File: src/rtl/fx_arb_if.sv
// rtl/fx_arb_if.sv - fx register bus bundle: two master request ports plus slave strobe/data side
interface fx_arb_if;
  logic        m0_req;
  logic        m0_wr;
  logic [21:0] m0_addr;
  logic [7:0]  m0_wdata;
  logic        m0_ack;
  logic [7:0]  m0_rdata;
  logic        m1_req;
  logic        m1_wr;
  logic [21:0] m1_addr;
  logic [7:0]  m1_wdata;
  logic        m1_ack;
  logic [7:0]  m1_rdata;
  logic        fx_wr;
  logic [21:0] fx_waddr;
  logic [7:0]  fx_data;
  logic        fx_rd;
  logic [21:0] fx_raddr;
  logic [7:0]  fx_q;
  logic        arb_busy;

  // Arbiter view
  modport slave (
    input  m0_req, m0_wr, m0_addr, m0_wdata,
    input  m1_req, m1_wr, m1_addr, m1_wdata,
    input  fx_q,
    output m0_ack, m0_rdata, m1_ack, m1_rdata,
    output fx_wr, fx_waddr, fx_data, fx_rd, fx_raddr, arb_busy
  );

  // Environment view: masters and slave fan-out
  modport master (
    output m0_req, m0_wr, m0_addr, m0_wdata,
    output m1_req, m1_wr, m1_addr, m1_wdata,
    output fx_q,
    input  m0_ack, m0_rdata, m1_ack, m1_rdata,
    input  fx_wr, fx_waddr, fx_data, fx_rd, fx_raddr, arb_busy
  );
endinterface

File: src/rtl/fx_arb.sv
// rtl/fx_arb.sv - two-master fx bus arbiter/sequencer; FX_ARB_RR_EN selects round-robin over fixed priority
module fx_arb #(
  parameter int unsigned RD_LAT = 2
) (
  input  logic   clk_sys,
  input  logic   rst_n,
  fx_arb_if.slave bus
);

  typedef enum logic [1:0] {IDLE, ISSUE, WAIT, ACK} state_e;

  localparam logic [3:0] LAT_M1 = 4'(RD_LAT - 1);

  state_e      state_q, state_d;
  logic        win_q, win_d;
  logic        wr_q, wr_d;
  logic [21:0] waddr_q, waddr_d;
  logic [21:0] raddr_q, raddr_d;
  logic [7:0]  data_q, data_d;
  logic [3:0]  cnt_q, cnt_d;
  logic [7:0]  rdata0_q, rdata0_d;
  logic [7:0]  rdata1_q, rdata1_d;
  logic        gnt_id;

`ifdef FX_ARB_RR_EN
  logic        last_q, last_d;

  // On contention the master not granted last wins; a lone requester always wins.
  always_comb begin
    gnt_id = 1'b0;
    if (bus.m0_req && bus.m1_req) gnt_id = ~last_q;
    else                          gnt_id = bus.m1_req;
  end
`else
  always_comb begin
    gnt_id = ~bus.m0_req;
  end
`endif

  always_comb begin
    state_d  = state_q;
    win_d    = win_q;
    wr_d     = wr_q;
    waddr_d  = waddr_q;
    raddr_d  = raddr_q;
    data_d   = data_q;
    cnt_d    = cnt_q;
    rdata0_d = rdata0_q;
    rdata1_d = rdata1_q;
`ifdef FX_ARB_RR_EN
    last_d   = last_q;
`endif
    case (state_q)
      IDLE: begin
        if (bus.m0_req || bus.m1_req) begin
          win_d   = gnt_id;
          wr_d    = gnt_id ? bus.m1_wr : bus.m0_wr;
          state_d = ISSUE;
`ifdef FX_ARB_RR_EN
          last_d  = gnt_id;
`endif
          // Address/data registers only move when their own direction is used.
          if (gnt_id ? bus.m1_wr : bus.m0_wr) begin
            waddr_d = gnt_id ? bus.m1_addr : bus.m0_addr;
            data_d  = gnt_id ? bus.m1_wdata : bus.m0_wdata;
          end else begin
            raddr_d = gnt_id ? bus.m1_addr : bus.m0_addr;
          end
        end
      end
      ISSUE: begin
        if (wr_q) begin
          state_d = ACK;
        end else begin
          cnt_d   = LAT_M1;
          state_d = WAIT;
        end
      end
      WAIT: begin
        if (cnt_q == 4'd0) begin
          if (win_q) rdata1_d = bus.fx_q;
          else       rdata0_d = bus.fx_q;
          state_d = ACK;
        end else begin
          cnt_d = cnt_q - 4'd1;
        end
      end
      ACK: begin
        state_d = IDLE;
      end
      default: begin
        state_d = IDLE;
      end
    endcase
  end

  always_ff @(posedge clk_sys) begin
    if (!rst_n) begin
      state_q  <= IDLE;
      win_q    <= 1'b0;
      wr_q     <= 1'b0;
      waddr_q  <= '0;
      raddr_q  <= '0;
      data_q   <= '0;
      cnt_q    <= '0;
      rdata0_q <= '0;
      rdata1_q <= '0;
`ifdef FX_ARB_RR_EN
      last_q   <= 1'b1;
`endif
    end else begin
      state_q  <= state_d;
      win_q    <= win_d;
      wr_q     <= wr_d;
      waddr_q  <= waddr_d;
      raddr_q  <= raddr_d;
      data_q   <= data_d;
      cnt_q    <= cnt_d;
      rdata0_q <= rdata0_d;
      rdata1_q <= rdata1_d;
`ifdef FX_ARB_RR_EN
      last_q   <= last_d;
`endif
    end
  end

  assign bus.fx_wr    = (state_q == ISSUE) && wr_q;
  assign bus.fx_rd    = (state_q == ISSUE) && !wr_q;
  assign bus.fx_waddr = waddr_q;
  assign bus.fx_raddr = raddr_q;
  assign bus.fx_data  = data_q;
  assign bus.m0_ack   = (state_q == ACK) && !win_q;
  assign bus.m1_ack   = (state_q == ACK) && win_q;
  assign bus.m0_rdata = rdata0_q;
  assign bus.m1_rdata = rdata1_q;
  assign bus.arb_busy = (state_q != IDLE);

endmodule
File: src/flat_wrapper.sv
// flat-port wrapper written by rule: the top's interface ports become plain ports
module fx_arb_flat 
#(
  parameter int unsigned RD_LAT = 2
)
  (clk_sys, rst_n, bus_m0_req, bus_m0_wr, bus_m0_addr, bus_m0_wdata, bus_m1_req, bus_m1_wr, bus_m1_addr, bus_m1_wdata, bus_fx_q, bus_m0_ack, bus_m0_rdata, bus_m1_ack, bus_m1_rdata, bus_fx_wr, bus_fx_waddr, bus_fx_data, bus_fx_rd, bus_fx_raddr, bus_arb_busy);
  fx_arb_if bus_i ();
  input  logic clk_sys;
  input  logic rst_n;
  input wire logic [$bits(bus_i.m0_req)-1:0] bus_m0_req;
  input wire logic [$bits(bus_i.m0_wr)-1:0] bus_m0_wr;
  input wire logic [$bits(bus_i.m0_addr)-1:0] bus_m0_addr;
  input wire logic [$bits(bus_i.m0_wdata)-1:0] bus_m0_wdata;
  input wire logic [$bits(bus_i.m1_req)-1:0] bus_m1_req;
  input wire logic [$bits(bus_i.m1_wr)-1:0] bus_m1_wr;
  input wire logic [$bits(bus_i.m1_addr)-1:0] bus_m1_addr;
  input wire logic [$bits(bus_i.m1_wdata)-1:0] bus_m1_wdata;
  input wire logic [$bits(bus_i.fx_q)-1:0] bus_fx_q;
  output wire logic [$bits(bus_i.m0_ack)-1:0] bus_m0_ack;
  output wire logic [$bits(bus_i.m0_rdata)-1:0] bus_m0_rdata;
  output wire logic [$bits(bus_i.m1_ack)-1:0] bus_m1_ack;
  output wire logic [$bits(bus_i.m1_rdata)-1:0] bus_m1_rdata;
  output wire logic [$bits(bus_i.fx_wr)-1:0] bus_fx_wr;
  output wire logic [$bits(bus_i.fx_waddr)-1:0] bus_fx_waddr;
  output wire logic [$bits(bus_i.fx_data)-1:0] bus_fx_data;
  output wire logic [$bits(bus_i.fx_rd)-1:0] bus_fx_rd;
  output wire logic [$bits(bus_i.fx_raddr)-1:0] bus_fx_raddr;
  output wire logic [$bits(bus_i.arb_busy)-1:0] bus_arb_busy;
  assign bus_i.m0_req = bus_m0_req;
  assign bus_i.m0_wr = bus_m0_wr;
  assign bus_i.m0_addr = bus_m0_addr;
  assign bus_i.m0_wdata = bus_m0_wdata;
  assign bus_i.m1_req = bus_m1_req;
  assign bus_i.m1_wr = bus_m1_wr;
  assign bus_i.m1_addr = bus_m1_addr;
  assign bus_i.m1_wdata = bus_m1_wdata;
  assign bus_i.fx_q = bus_fx_q;
  assign bus_m0_ack = bus_i.m0_ack;
  assign bus_m0_rdata = bus_i.m0_rdata;
  assign bus_m1_ack = bus_i.m1_ack;
  assign bus_m1_rdata = bus_i.m1_rdata;
  assign bus_fx_wr = bus_i.fx_wr;
  assign bus_fx_waddr = bus_i.fx_waddr;
  assign bus_fx_data = bus_i.fx_data;
  assign bus_fx_rd = bus_i.fx_rd;
  assign bus_fx_raddr = bus_i.fx_raddr;
  assign bus_arb_busy = bus_i.arb_busy;
  fx_arb #(.RD_LAT(RD_LAT)) u_core (.clk_sys(clk_sys), .rst_n(rst_n), .bus(bus_i));
endmodule
File: config.mk
export PLATFORM = sky130hd
export DESIGN_NAME = fx_arb_flat
export DESIGN_NICKNAME = d
export VERILOG_FILES = /design/src/rtl/fx_arb_if.sv /design/src/rtl/fx_arb.sv /design/src/flat_wrapper.sv
export SDC_FILE = /design/constraint.sdc
export NUM_CORES = 1
export LEC_CHECK = 0
export CAP_MARGIN = 0
export CELL_PAD_IN_SITES_DETAIL_PLACEMENT = 1
export CELL_PAD_IN_SITES_GLOBAL_PLACEMENT = 2
export CORE_UTILIZATION = 24
export DETAILED_ROUTE_END_ITERATION = 6
export HOLD_SLACK_MARGIN = 0.15
export PLACE_DENSITY_LB_ADDON = 0.1
export SLEW_MARGIN = 20
export SYNTH_ARGS = -nofsm -noshare
export SYNTH_HDL_FRONTEND = slang
export SYNTH_SLANG_ARGS = --single-unit
File: constraint.sdc
create_clock -name clk_sys -period 2 [get_ports clk_sys]
set_clock_uncertainty 0.15 [all_clocks]
set_input_delay 0.2 -clock clk_sys [delete_from_list [all_inputs] [get_ports clk_sys]]
set_output_delay 0.2 -clock clk_sys [all_outputs]
set_load 0.005 [all_outputs]
# Word level (Yosys, flattened, before mapping)
# Cells that the tools add are included.
dict set report word_totals {
  word_cells 48
  input_bits 74
  ff_bits 76
  output_inout_bits 73
}
dict set report op_classes {
  reduce_logical 18
  addsub 1
  bitwise 3
  eq_ne 7
  n_mux 10
}
# operator count
set op_table {}
lappend op_table {{2-to-1 mux 22 bit} 1}
lappend op_table {{AND reduction 3 bit} 5}
lappend op_table {{2-to-1 mux 4 bit} 2}
lappend op_table {{2-to-1 mux 8 bit} 1}
lappend op_table {{one-hot mux 2 bit (4 select lines)} 1}
lappend op_table {{one-hot mux 4 bit (2 select lines)} 1}
lappend op_table {{== test 2 bit (second input constant)} 2}
lappend op_table {{logical AND 1 bit} 4}
lappend op_table {{logical NOT 4 bit} 1}
lappend op_table {{2-to-1 mux 2 bit} 2}
lappend op_table {{inequality test 2 x 1 -> 1 bit (second input constant)} 2}
lappend op_table {{inequality test 2 bit (second input constant)} 2}
lappend op_table {{AND reduction 2 bit} 2}
lappend op_table {{nonzero test 2 bit} 2}
lappend op_table {{subtractor 4 x 1 -> 4 bit (second input constant)} 1}
lappend op_table {{inverter 1 bit} 3}
lappend op_table {{== test 2 x 1 -> 1 bit (second input constant)} 1}
lappend op_table {{logical NOT 1 bit} 2}
lappend op_table {{logical NOT 2 bit} 1}
lappend op_table {{2-to-1 mux 1 bit} 2}
lappend op_table {{logical OR 1 bit} 1}

# Logic depth before layout (Yosys ltp)
# Gate-level depths: netlist (run 1).
dict set report logic_depth {
  ltp_word 3
  ltp_mapped 8
  ltp_nobuf 5
}

# Worst setup path before layout (run 1)
# Ideal clock, no wire load.
dict set report synth_timing {
  path_type {flip-flop to flip-flop}
  from {register u_core.state_q[1]}
  to {register u_core.cnt_q[3]}
  period_less_slack_ns 1.727
  required_time_ns 1.759
  stages_incl_launch_ff 6
  arrival_time_ns 1.486
  setup_ns 0.091
  setup_slack_ns 0.273
  cell_sequence {dfxtp_1 > inv_1 > ha_1 > a21boi_0 > a41oi_1 > a311oi_1}
}
dict set report synth_between {
  elab_chain_len 3
  word_cells_on_any_way 7
  cone_classes {eq/ne: 4; mux: 1; reduce/logical: 2}
}
# item line_no
set synth_lines {}
lappend synth_lines {{from (decl)} fx_arb.sv:14} ;# state_e state_q, state_d;
lappend synth_lines {{from (signal assigned)} fx_arb.sv:112} ;# state_q <= state_d;
lappend synth_lines {{== test 2 x 1 -> 1 bit / == test 2 bit (equally long branches)} fx_arb.sv:53} ;# case (state_q)
lappend synth_lines {{inequality test 2 bit (no source line) / nonzero test 2 bit (equally long branches)} n/a}
lappend synth_lines {{AND reduction 3 bit (no source line)} n/a}
lappend synth_lines {{to (signal assigned)} fx_arb.sv:118} ;# cnt_q <= cnt_d;
lappend synth_lines {{to (decl)} fx_arb.sv:20} ;# logic [3:0] cnt_q, cnt_d;
# Parallel ways exist; a longest one is shown, timed or not.
# A chain may end at the register's enable or synchronous reset.

# Worst setup path in the final report (run 1)
dict set report layout_timing {
  from {register u_core.state_q[0]}
  to {output bus_arb_busy}
}
dict set report layout_between {
  elab_chain_len 1
}
# item line_no
set layout_lines {}
lappend layout_lines {{nonzero test 2 bit} fx_arb.sv:136} ;# assign bus.arb_busy = (state_q != IDLE);
lappend layout_lines {{to (decl)} flat_wrapper.sv:28} ;# output wire logic [$bits(bus_i.arb_busy)-1:0] bus_arb_busy;
# Every way passes these cells.

==> metrics.csv, run 1 <==
stage,metric,value,unit
clocking,clkSinkCount,76,
critical_path,cp.required,1.65,ns
logic_synthesis,syn_avg_cell_area,9.35,um2
drt,wirelength,10300,um
pwr,swShare,28.4,%
place,numPortBuffers,146,
place,pre_cts_ws,0.162,ns
floorplan,ios,147,
place,hpwl,7370,um
floorplan,die_area,15100,um2
critical_path,critical_path_class,reg -> out,
critical_path,cp-end-kind,output port,
global_route,grt_overflow_total,0,
global_route,grt_usage,14.3,%
pwr,p_leak,0.00231,uW
critical_path,start_kind,flop,
drt,vias,3143,
layout,final_cell_mix,"clkdlybuf4s50_1, nand2_1, dfxtp_1",
global_route,antenna_found_initial,1,
pwr,power_switching,1550,uW
run_status,outcome,"complete, no violations",
sta,worst_pin_slew,0.455,ns
worst_hold_path,min_path_type,in -> reg,
logic_synthesis,syn_inst,376,
logic_synthesis,synthDistinctLibCells,35,
sta,hold_viol,0,
sta,min_period_over_period,95.9,%
drt,drc,0,
clocking,clkTransAtPathRegs,0.06,ns
clocking,clk_latency,0.34,ns
sta,finalSetupViolCount,0,
layout,final_cells,703,
global_route,grt_pass1_wl,16300,um
sta,setup_tns,0,ns
pwr,power.total,5460,uW
logic_synthesis,synth.ff_latch_count,76,
layout,diodes,0,
sta,whs,0.239,ns
pwr,power_frac_clock,32.2,%
global_route,grt_pass1_vias,3238,
pwr,combPwrFrac,32.9,%
drt,first_pass_iters,4,
layout,area_delta_synth_final,57.8,%
critical_path,path_cells,inv_2 > ha_4 > inv_1 > clkdlybuf4s50_1,
drt,ant_nets,0,
clocking,cts_tree,done,
clocking,cts_buffers,9,
logic_synthesis,syn-num-nets,457,
clocking,cts_root_buf,clkbuf_16,
sta,fmax,522,MHz
global_route,grt_max_degree,64,
floorplan,row_count,43,
pwr,vdd_drop_max,401,uV
logic_synthesis,yosysWarnings,0,
logic_synthesis,netlist_area,3510,um2
sta,relSlewSlack,69.6,%
critical_path,critical_path_arrival,1.57,ns
place,gp_congestion,0.690,
drt,viasPerCell,4.47,
sta,drv_slew,0,
pwr,power_density,984,nW/um2
sta,worst_slack,0.0829,ns
layout,post_route_cells_drive_above_1_share,13.8,%
critical_path,slowest_stage,clkdlybuf4s50_1,
layout,nets,599,
drt,first_iter_violations,119,
critical_path,slowest_delay,0.50,ns
pwr,internal_power,3910,uW
critical_path,worstPathMaxFanout,6,
drt,wl_per_cell,14.7,um
pwr,pwr-share-seq,34.9,%
layout,final_common_cell,clkdlybuf4s50_1,
clocking,max-clock-path-buffers,2,
sta,min_period,1.92,ns
floorplan,initial_core_util,24.9,%
floorplan,die_h,123,um
place,dpl.cell_count,686,
floorplan,core,14100,um2
clocking,htree_num_levels,3,
run,max_cap_violations,0,
floorplan,fp.dieW,123,um
logic_synthesis,ys_seq_area_share,43.3,%
sta,rsz0062_at_grt,true,
power by group through the flow:
| stage | sequential, uW | clock (uW) | combinational, uW |
|---|---|---|---|
| finish | 1910 | 1750 | 1800 |
| global route | 1940 | 1900 | 1980 |
| CTS | 1910 | 1830 | 1820 |
| detailed placement | 1930 | 0 | 1800 |
| global placement | 1920 | 0 | 1780 |
| floorplan | 1930 | 0 | 875 |
flip-flops by register name (all words and copies together) (netlist names), 2 cells and up:
register,cells
u_core.bus.fx_raddr,22
u_core.bus.fx_waddr,22
u_core.bus.fx_data,8
u_core.bus.m0_rdata,8
u_core.bus.m1_rdata,8
u_core.cnt_q,4
u_core.state_q,2
worst max-delay path: cells and delay by family, from the launching register on:
kind                     cells  cell delay (ns)
buffers and inverters        3             0.66
flip-flops                   1             0.38
adder cells (fa/ha/maj)      1             0.19
Yosys cell counts (all sizes together):
cell	instances	area share, %
nand2	86	9.2
dfxtp	76	43
mux2i	53	15
mux2	30	9.6
o21ai	21	3.1
a21oi	20	2.8
nand3	16	2.3
buf	15	3.2
clkbuf	14	1.5
ha	7	2.5
inv	7	0.75
nor2b	5	0.89
a211oi	2	0.43
a21o	2	0.43
and2	2	0.36
and3	2	0.36
nand4	2	0.36
nor3b	2	0.43
a21bo	1	0.28
a21boi	1	0.21
a311oi	1	0.25
a41oi	1	0.25
and4bb	1	0.36
nand2b	1	0.18
nand3b	1	0.21
nand4b	1	0.25
nand4bb	1	0.32
nor2	1	0.11
o31ai	1	0.21
o32ai	1	0.25
or2b	1	0.25
or3b	1	0.32
cell families after synthesis:
group	share of synthesized area, %
simple gates	15.8
mux	24.7
flops	43.3
compound gates	8.26
buf+inv	5.41
fa+ha+maj	2.49
final timing paths:
path | depth (start not counted) | slack [ns] | end | startpoint
worst max-delay path | 4 | 0.08 | bus_arb_busy | u_core.state_q[0]
worst min-delay path | 4 | 0.24 | u_core.bus.fx_data[4] | rst_n
worst max register to register | 5 | 0.23 | u_core.state_q[0] | u_core.cnt_q[0]
worst min register to register | 2 | 0.31 | u_core.bus.fx_raddr[1] | u_core.bus.fx_raddr[1]
what timing repair did:
item / in CTS / in global routing
setup endpoints to repair: 2 / 4
pin swaps: 1 / 0
endpoints found under the hold margin: 1 / 0
setup buffers: 0 / 0
gates resized for setup: 6 / 6
hold buffers: 1 / 0
cell type report:
cell class,instances,area (um2)
clock inverter,4,72.6
fill,1608,8550
clock buffer,12,246
tap,180,225
sequential,76,1520
timing repair buffer,160,1610
inverter,7,26.3
multi-input combinational,264,1840
routing by layer:
| layer | up-vias | part of all wire (%) | global-route usage [%] |
|---|---|---|---|
| li1 | 1569 | - | - |
| met1 | 1480 | 42 | 16.0 |
| met2 | 81 | 48 | 24.1 |
| met3 | 11 | 8.5 | 6.92 |
| met4 | 2 | 1.2 | 4.29 |
| met5 | - | 0.13 | 0 |
metrics by stage:
| stage | util [%] | instance area (um2) |
|---|---|---|
| floorplan | - | 3510 |
| global placement | 36.8 | 5180 |
| detailed placement | 36.8 | 5180 |
| CTS | 39.2 | 5520 |
| global route | 39.3 | 5550 |
| finish | 39.3 | 5550 |
No activity file was read; power rests on OpenSTA's default activity.
==> inputs of run 2 (changes only) <==
MAX_ROUTING_LAYER = met4   (was default)
==> metrics.csv, run 2 (same netlist as run 1, synthesis figures left out) <==
stage,metric,value,unit,change
drt,wl_per_cell,14.7,um,about the same
floorplan,die_h,123,um,unchanged
sta,min_period,1.92,ns,about the same
worst_hold_path,min_from,rst_n,,unchanged
place,numPortBuffers,146,,unchanged
clocking,cts_tree,done,,unchanged
pwr,vdd_drop_max,400,uV,was 401 uV
place,hpwl,7370,um,unchanged
sta,setup_tns,0,ns,unchanged
clocking,clkSinkCount,76,,unchanged
critical_path,critical_path_arrival,1.57,ns,about the same
drt,ant_nets,0,,unchanged
sta,worst_slack,0.0836,ns,was 0.0829 ns
layout,final_cell_mix,"clkdlybuf4s50_1, nand2_1, dfxtp_1",,unchanged
layout,area.sequential,1520,um2,unchanged
floorplan,fp.dieW,123,um,unchanged
worst_hold_path,min_path_type,in -> reg,,unchanged
global_route,grt_pass1_vias,3228,,"was 3,238"
floorplan,core,14100,um2,unchanged
sta,hold_viol,0,,unchanged
clocking,cts_root_buf,clkbuf_16,,unchanged
sta,rsz0062_at_grt,true,,unchanged
drt,first_iter_violations,138,,was 119
critical_path,start_kind,flop,,unchanged
place,gp_congestion,0.698,,was 0.690
place,dpl.cell_count,686,,unchanged
critical_path,reg2reg_from,u_core.cnt_q[0],,unchanged
floorplan,die_area,15100,um2,unchanged
run,max_cap_violations,0,,unchanged
sta,relSlewSlack,68.6,%,was 69.6%
place,pre_cts_ws,0.162,ns,unchanged
layout,final_cell_area,5550,um2,about the same
clocking,cts_setup_buffers,0,,unchanged
layout,nets,599,,unchanged
global_route,grt_max_degree,64,,unchanged
global_route,grt_overflow_total,0,,unchanged
drt,viasPerCell,4.48,,was 4.47
drt,wirelength,10300,um,about the same
critical_path,cp.required,1.65,ns,about the same
critical_path,r2r_slack,0.23,ns,about the same
sta,drv_slew,0,,unchanged
drt,first_pass_iters,6,,was 4
clocking,clkTransAtPathRegs,0.06,ns,about the same
clocking,cts_buffers,9,,unchanged
clocking,max-clock-path-buffers,2,,unchanged
sta,min_period_over_period,95.8,%,was 95.9%
worst_hold_path,hold_depth,4,,unchanged
floorplan,ios,147,,unchanged
sta,fmax,522,MHz,about the same
worst_hold_path,whs_endpoint,u_core.bus.fx_data[4],,unchanged
floorplan,initial_core_util,24.9,%,unchanged
critical_path,cp-end-kind,output port,,unchanged
layout,area_delta_synth_final,57.9,%,was 57.8%
sta,worst_pin_slew,0.471,ns,was 0.455 ns
clocking,clk_latency,0.34,ns,about the same
clocking,htree_num_levels,3,,unchanged
global_route,grt_usage,14.8,%,was 14.3%
critical_path,critical_path_class,reg -> out,,unchanged
global_route,grt_pass1_wl,16300,um,unchanged
layout,post_route_cells_drive_above_1_share,13.8,%,unchanged
critical_path,reg2reg_to,u_core.state_q[0],,unchanged
drt,vias,3151,,"was 3,143"
global_route,antenna_found_initial,1,,unchanged
layout,final_cells,704,,was 703
pwr,power_density,984,nW/um2,about the same
floorplan,row_count,43,,unchanged
critical_path,rr_worst_depth,5,,unchanged
layout,multi_input_comb_area,1840,um2,unchanged
layout,num-fill-cells,1609,,"was 1,608"
critical_path,worstPathMaxFanout,6,,unchanged
sta,finalSetupViolCount,0,,unchanged
pwr,p_leak,0.00231,uW,unchanged
run_status,outcome,"complete, no violations",,unchanged
sta,whs,0.239,ns,about the same
layout,final_common_cell,clkdlybuf4s50_1,,unchanged
place,post_dp_cell_area,5180,um2,unchanged
drt,drc,0,,unchanged
[run 2: metrics by stage]
step / total power (uW) / util [%]
final: 5460 / 39.4
after global routing: 5820 / 39.4
after CTS: 5550 / 39.2
after detailed placement: 3730 / 36.8
after global placement: 3700 / 36.8
after floorplan: 2800 / -
[run 2: worst max-delay path: stages (launching register included)]
cell and delay [ns]:
dfxtp_2 0.38, inv_2 0.08, ha_4 0.19, inv_1 0.08
clkdlybuf4s50_1 0.50
[run 2: how the worst max path moves through the flow]
stage	from	to	depth (start not counted)
final	u_core.state_q[0]	bus_arb_busy	4
after global routing	u_core.state_q[0]	bus_arb_busy	4
after CTS	u_core.state_q[0]	bus_arb_busy	4
after detailed placement	bus_m1_req	u_core.wr_q	5
after global placement	bus_m1_req	u_core.wr_q	5
after floorplan	u_core.state_q[1]	u_core.cnt_q[3]	5
[run 2: repair_timing]
action / CTS / global route
hold buffers: 1 / 0
pin swaps: 1 / 0
endpoints found under the hold margin: 1 / 0
endpoints found under the setup margin: 2 / 4
gates resized for setup: 6 / 6
[run 2: layout make-up]
type,instances,area share (%)
diodes,1,0.0451
clock buffers,12,4.44
clock inverters,4,1.31
inverters,7,0.474
multi-input cells,264,33.1
flip-flops and latches,76,27.5
well taps,180,4.06
repair buffers,160,29.1
[run 2: layer usage]
metal	track usage (%)	vias to the layer above	routed length (um)
met1	16.5	1482	4410
met3	6.37	9	840
met5	-	-	0
met4	4.29	0	121
met2	23.9	88	4980
li1	-	1572	-
[run 2: where the power goes]
group          switching [uW]  leakage (uW)  total [uW]  internal, uW
Combinational             778       0.00154        1800          1020
Sequential                147      0.000620        1910          1760
Clock                     630      0.000153        1760          1130
==> RTL edit 1, RTL diff (config.mk and constraints of run 2) <==
`raddr_q` no longer has a reset.
--- a/src/rtl/fx_arb.sv
+++ b/src/rtl/fx_arb.sv
@@ -100,7 +100,6 @@
       win_q    <= 1'b0;
       wr_q     <= 1'b0;
       waddr_q  <= '0;
-      raddr_q  <= '0;
       data_q   <= '0;
       cnt_q    <= '0;
       rdata0_q <= '0;
@@ -113,7 +112,6 @@
       win_q    <= win_d;
       wr_q     <= wr_d;
       waddr_q  <= waddr_d;
-      raddr_q  <= raddr_d;
       data_q   <= data_d;
       cnt_q    <= cnt_d;
       rdata0_q <= rdata0_d;
@@ -122,6 +120,10 @@
       last_q   <= last_d;
 `endif
     end
+  end
+
+  always_ff @(posedge clk_sys) begin
+    raddr_q <= raddr_d;
   end
 
   assign bus.fx_wr    = (state_q == ISSUE) && wr_q;
Function: changed (Yosys sat finds a counterexample within 4 cycles, from zero or initial values and one cycle with rst_n low).
==> RTL edit 1 against run 2 <==
- combinational power decreased by 7%
- wire length decreased by 6.7%
- worst hold slack improved by 0.053 ns
- area after synthesis decreased by 4.6%
- final area decreased by 2.5%
- critical path depth unchanged
- total power decreased by 2.0%
- worst setup slack improved by 0.012 ns
- die area decreased by 4.6%
- final cell count decreased by 9.1%
- clock power decreased by 8%
- sequential cell count unchanged
- critical endpoint unchanged
- highest routed layer unchanged
==> RTL edit 1: results (changes against run 2) <==
<table>
<tr><th>Metric</th><th>Value</th></tr>
<tr><th colspan="2">Final layout</th></tr>
<tr><td>Number of standard cells in the final layout excluding fillers</td><td>640 (was 704)</td></tr>
<tr><td>Number of inserted diodes</td><td>0 (was 1)</td></tr>
<tr><td>Share of post-route cells with drive strength above 1</td><td>13.1% (was 13.8%)</td></tr>
<tr><th colspan="2">Outcome</th></tr>
<tr><td>Status</td><td>finished clean (unchanged)</td></tr>
<tr><th colspan="2">Global routing</th></tr>
<tr><td>Met1 GRT Util</td><td>15.3% (was 16.5%)</td></tr>
<tr><td>Global Route met3 Usage</td><td>6.42% (was 6.37%)</td></tr>
<tr><td>Number of global-route vias before repair</td><td>2,983 (was 3,228)</td></tr>
<tr><td>Met2 layer usage reported by global route</td><td>23.8% (was 23.9%)</td></tr>
<tr><td>Pin count of the biggest net entering global routing</td><td>24 (was 64)</td></tr>
<tr><th colspan="2">Synthesis</th></tr>
<tr><td>Synth Net Count</td><td>385 (was 457)</td></tr>
<tr><td>Post-synth EDFFs</td><td>22 (was 0)</td></tr>
<tr><th colspan="2">Pwr</th></tr>
<tr><td>Peak supply drop</td><td>0.000460 V (was 0.000400 V)</td></tr>
<tr><td>Pwr dens</td><td>990 nW/um^2 (was 984 nW/um^2)</td></tr>
<tr><td>Internal Pwr Total</td><td>3.85 mW (was 3.91 mW)</td></tr>
<tr><th colspan="2">Drt</th></tr>
<tr><td>Via density per instance</td><td>4.38 (was 4.48)</td></tr>
<tr><td>Violation count after the first detailed-route iteration</td><td>76 (was 138)</td></tr>
<tr><td>Met2 wire length</td><td>4.96 mm (was 4.98 mm)</td></tr>
<tr><th colspan="2">Setup path</th></tr>
<tr><td>Critical Path Fanout Max</td><td>8 (was 6)</td></tr>
<tr><th colspan="2">Hold path</th></tr>
<tr><td>Startpoint of the tightest hold check path</td><td>bus_fx_q[5] (was rst_n)</td></tr>
<tr><th colspan="2">Placement</th></tr>
<tr><td>Weighted congestion at the end of routability-driven global placement</td><td>0.719 (was 0.698)</td></tr>
</table>
[RTL edit 1: how the worst max path moves through the flow]
stage / to / slack, ns / depth (start not counted)
final: bus_arb_busy / 0.1 / 4
after global routing: bus_arb_busy / 0.02 / 4
after CTS: bus_arb_busy / 0.003 / 4
after detailed placement: u_core.bus.fx_raddr[9]$_DFFE_PP_ / 0.10 / 5
after global placement: u_core.bus.fx_raddr[2]$_DFFE_PP_ / 0.19 / 5
after floorplan: u_core.bus.fx_raddr[0]$_DFFE_PP_ / 0.04 / 4
[RTL edit 1: per-stage QoR]
step | instance area (sq um) | util, % | hold WS (ns) | setup slack, ns
CTS | 5390 | 40.1 | 0.273 | 0.00295
global route | 5410 | 40.2 | 0.289 | 0.0163
finish | 5410 | 40.2 | 0.292 | 0.0957
detailed placement | 5050 | 37.5 | 0.300 | 0.102
global placement | 5050 | 37.5 | 0.292 | 0.187
floorplan | 3360 | - | 0.212 | 0.0405
[RTL edit 1: layout make-up]
class | count | area (sq um)
timing repair buffer | 163 | 1620
clock buffer | 10 | 229
fill | 1503 | 8050
inverter | 7 | 26.3
tap | 176 | 220
clock inverter | 6 | 63.8
multi-input combinational | 202 | 1510
sequential | 76 | 1750
[RTL edit 1: cell families (layout without fill, tap and decap cells)]
kind of cell | after synthesis | in the layout | share of synthesized area, %
and+or+nand+nor | 94 | 94 | 12.1
DFF | 76 | 76 | 52.0
muxes | 69 | 69 | 21.4
AOI/OAI and AO/OA | 33 | 33 | 8.03
buffers and inverters | 27 | 186 | 4.22
adders and majority gates | 6 | 6 | 2.24
[RTL edit 1: repair_timing]
action                                  CTS  global route
gates resized for setup                   5             5
endpoints found under the setup margin    3             3
pin swaps                                 0             0
hold buffers                              3             0
endpoints found under the hold margin     2             0
==> RTL edit 2, RTL diff (flow settings as in run 2) <==
Without the edit above. Build with the macro `FX_ARB_RR_EN` defined.
--- a/src/rtl/fx_arb.sv
+++ b/src/rtl/fx_arb.sv
@@ -1,4 +1,6 @@
 // rtl/fx_arb.sv - two-master fx bus arbiter/sequencer; FX_ARB_RR_EN selects round-robin over fixed priority
+`define FX_ARB_RR_EN
+
 module fx_arb #(
   parameter int unsigned RD_LAT = 2
 ) (
Behaviour: not the same (Yosys sat finds a counterexample within 10 cycles, from zero or initial values and one cycle with rst_n low).
==> RTL edit 2 against run 2 <==
- clock power down 9.7%
- sequential cell count increased by 1
- final area decreased by 1.6%
- wire length increased by 3.7%
- critical path depth unchanged
- area after synthesis fell by 3.7%
- worst setup slack worse by 0.0079 ns
- total power rose by 17%
- sequential share of layout area is 0.85 points higher
- first-iteration DRC count down 38%
- critical endpoint unchanged
==> RTL edit 2: results (changes against run 2) <==
<table>
<tr><th>Metric</th><th>Value</th></tr>
<tr><th colspan="2">Outcome</th></tr>
<tr><td>Status</td><td>finished clean (unchanged)</td></tr>
<tr><th colspan="2">Final layout</th></tr>
<tr><td>Total of fill cells in the finished design</td><td>1,587 (was 1,609)</td></tr>
<tr><td>Number of inserted diodes</td><td>0 (was 1)</td></tr>
<tr><td>Share of post-route cells with drive strength above 1</td><td>13.8% (about the same)</td></tr>
<tr><td>Number of nets in the finished design</td><td>569 (was 599)</td></tr>
<tr><th colspan="2">Drt</th></tr>
<tr><td>DRT Wirelength</td><td>10.7 mm (was 10.3 mm)</td></tr>
<tr><td>Via density per instance</td><td>4.62 (was 4.48)</td></tr>
<tr><td>Violation count after the first detailed-route iteration</td><td>86 (was 138)</td></tr>
<tr><td>Detail-routed net length per standard cell</td><td>16.0 um (was 14.7 um)</td></tr>
<tr><td>1st-pass router iterations</td><td>4 (was 6)</td></tr>
<tr><th colspan="2">Placement</th></tr>
<tr><td>Hpwl dp</td><td>7.80 mm (was 7.37 mm)</td></tr>
<tr><td>Cell count after placement</td><td>657 (was 686)</td></tr>
<tr><td>Weighted congestion at the end of routability-driven global placement</td><td>0.713 (was 0.698)</td></tr>
<tr><th colspan="2">Setup path</th></tr>
<tr><td>Critical Path Fanout Max</td><td>10 (was 6)</td></tr>
<tr><th colspan="2">Global routing</th></tr>
<tr><td>Number of global-route vias before repair</td><td>3,262 (was 3,228)</td></tr>
<tr><td>GRT Resource Usage Total</td><td>15.4% (was 14.8%)</td></tr>
<tr><td>First-pass GRT wire length</td><td>17.0 mm (was 16.3 mm)</td></tr>
<tr><td>Initial antenna violation count</td><td>0 (was 1)</td></tr>
<tr><th colspan="2">Hold path</th></tr>
<tr><td>Worst Hold Class</td><td>flop to flop (was input pin to flop)</td></tr>
<tr><th colspan="2">Pwr</th></tr>
<tr><td>Total leakage power</td><td>2.05 nW (was 2.31 nW)</td></tr>
<tr><td>Peak supply drop</td><td>0.000475 V (was 0.000400 V)</td></tr>
<tr><th colspan="2">Clock network</th></tr>
<tr><td>Insertion delay to the later sink of the worst-skew pair</td><td>0.33 ns</td></tr>
<tr><td>Clock H-tree levels</td><td>3 (unchanged)</td></tr>
<tr><th colspan="2">Synthesis</th></tr>
<tr><td>Top cells by area, synth</td><td>sky130_fd_sc_hd__dfxtp_1 46%, sky130_fd_sc_hd__mux2i_1 14%, sky130_fd_sc_hd__a21oi_1 8.3% (was sky130_fd_sc_hd__dfxtp_1 43%, sky130_fd_sc_hd__mux2i_1 15%, sky130_fd_sc_hd__mux2_2 9.6%)</td></tr>
<tr><td>Mean instance size in the synthesized netlist</td><td>10.0 sq um (was 9.35 sq um)</td></tr>
<tr><td>Synth Net Count</td><td>419 (was 457)</td></tr>
<tr><td>Seq/Total Area, Yosys</td><td>45.5% (was 43.3%)</td></tr>
<tr><td>Post-synth cell types</td><td>36 (was 35)</td></tr>
<tr><th colspan="2">Floorplanning</th></tr>
<tr><td>Initial cell density of the core</td><td>24.5% (was 24.9%)</td></tr>
</table>
==> RTL edit 2: cell types whose count changed in the layout (fill, tap and decap cells not counted), sizes merged, moves of 3 or more <==
cell / before / now
nand3: 16 / 3
nand2: 86 / 9
a211oi: 2 / 52
buf: 15 / 23
o21ai: 21 / 2
nor2: 1 / 22
mux2: 30 / 0
mux2i: 53 / 46
a21oi: 20 / 56
nor2b: 5 / 2
clkdlybuf4s50: 141 / 144
==> RTL edit 2: routing by layer <==
layer / vias up / share of wire, % / global-route usage (%)
met3: 7 / 5.7 / 4.15
met4: 0 / 0.92 / 4.63
li1: 1531 / - / -
met2: 90 / 48 / 25.8
met5: - / 0 / -
met1: 1472 / 45 / 18.0
==> RTL edit 2: final cells by class <==
class | count | share of cell area (%)
inverters | 9 | 0.618
flip-flops and latches | 77 | 28.3
repair buffers | 169 | 31.0
clock buffers | 12 | 4.51
clock inverters | 2 | 0.641
well taps | 180 | 4.12
multi-input cells | 222 | 30.8
==> RTL edit 2: worst paths after layout <==
kind                                                          start                                  end  slack [ns]  cells past startpoint
worst max-delay path                 u_core.state_q[0]$_SDFFE_PN0P_                         bus_arb_busy        0.08                      4
worst min-delay path            u_core.bus.m0_rdata[0]$_SDFFE_PN0P_  u_core.bus.m0_rdata[0]$_SDFFE_PN0P_        0.35                      2
worst max register to register         u_core.cnt_q[0]$_SDFFE_PN0P_  u_core.bus.m0_rdata[2]$_SDFFE_PN0P_        0.16                      7
worst min register to register  u_core.bus.m0_rdata[0]$_SDFFE_PN0P_  u_core.bus.m0_rdata[0]$_SDFFE_PN0P_        0.35                      2
==> RTL edit 2: stage by stage <==
stage	setup slack [ns]	setup TNS, ns	area [sq um]
2_1_floorplan	0.242	0	3390
3_3_place_gp	0.0100	0	5150
3_5_place_dp	-0.0521	-0.918	5150
4_1_cts	0.00412	0	5450
5_1_grt	0.00947	0	5460
6_report	0.0757	0	5460
==> RTL edit 2: logic make-up (layout without fill, tap and decap cells) <==
group,Yosys count,in the layout,share of synthesized area (%)
AO/OA/AOI/OAI,122,122,26.1
flip-flops,77,77,45.5
multiplexers,46,46,13.6
adder cells (fa/ha/maj),7,7,2.59
buffers and inverters,39,192,5.65
AND/OR/NAND/NOR,47,47,6.50
==> RTL edit 2: what timing repair did <==
action / CTS / global route
endpoints found under the hold margin: 0 / 0
hold buffers: 0 / 0
gates resized for setup: 5 / 7
pin swaps: 0 / 1
setup endpoints to repair: 3 / 11
==> RTL edit 2: report_power, final <==
group	switching, mW	total (mW)	leakage (nW)	internal [mW]
combinational	1.32	2.72	1.28	1.40
clock	0.600	1.59	0.139	0.985
sequential	0.219	2.10	0.632	1.89
total	2.14	6.41	2.05	4.28
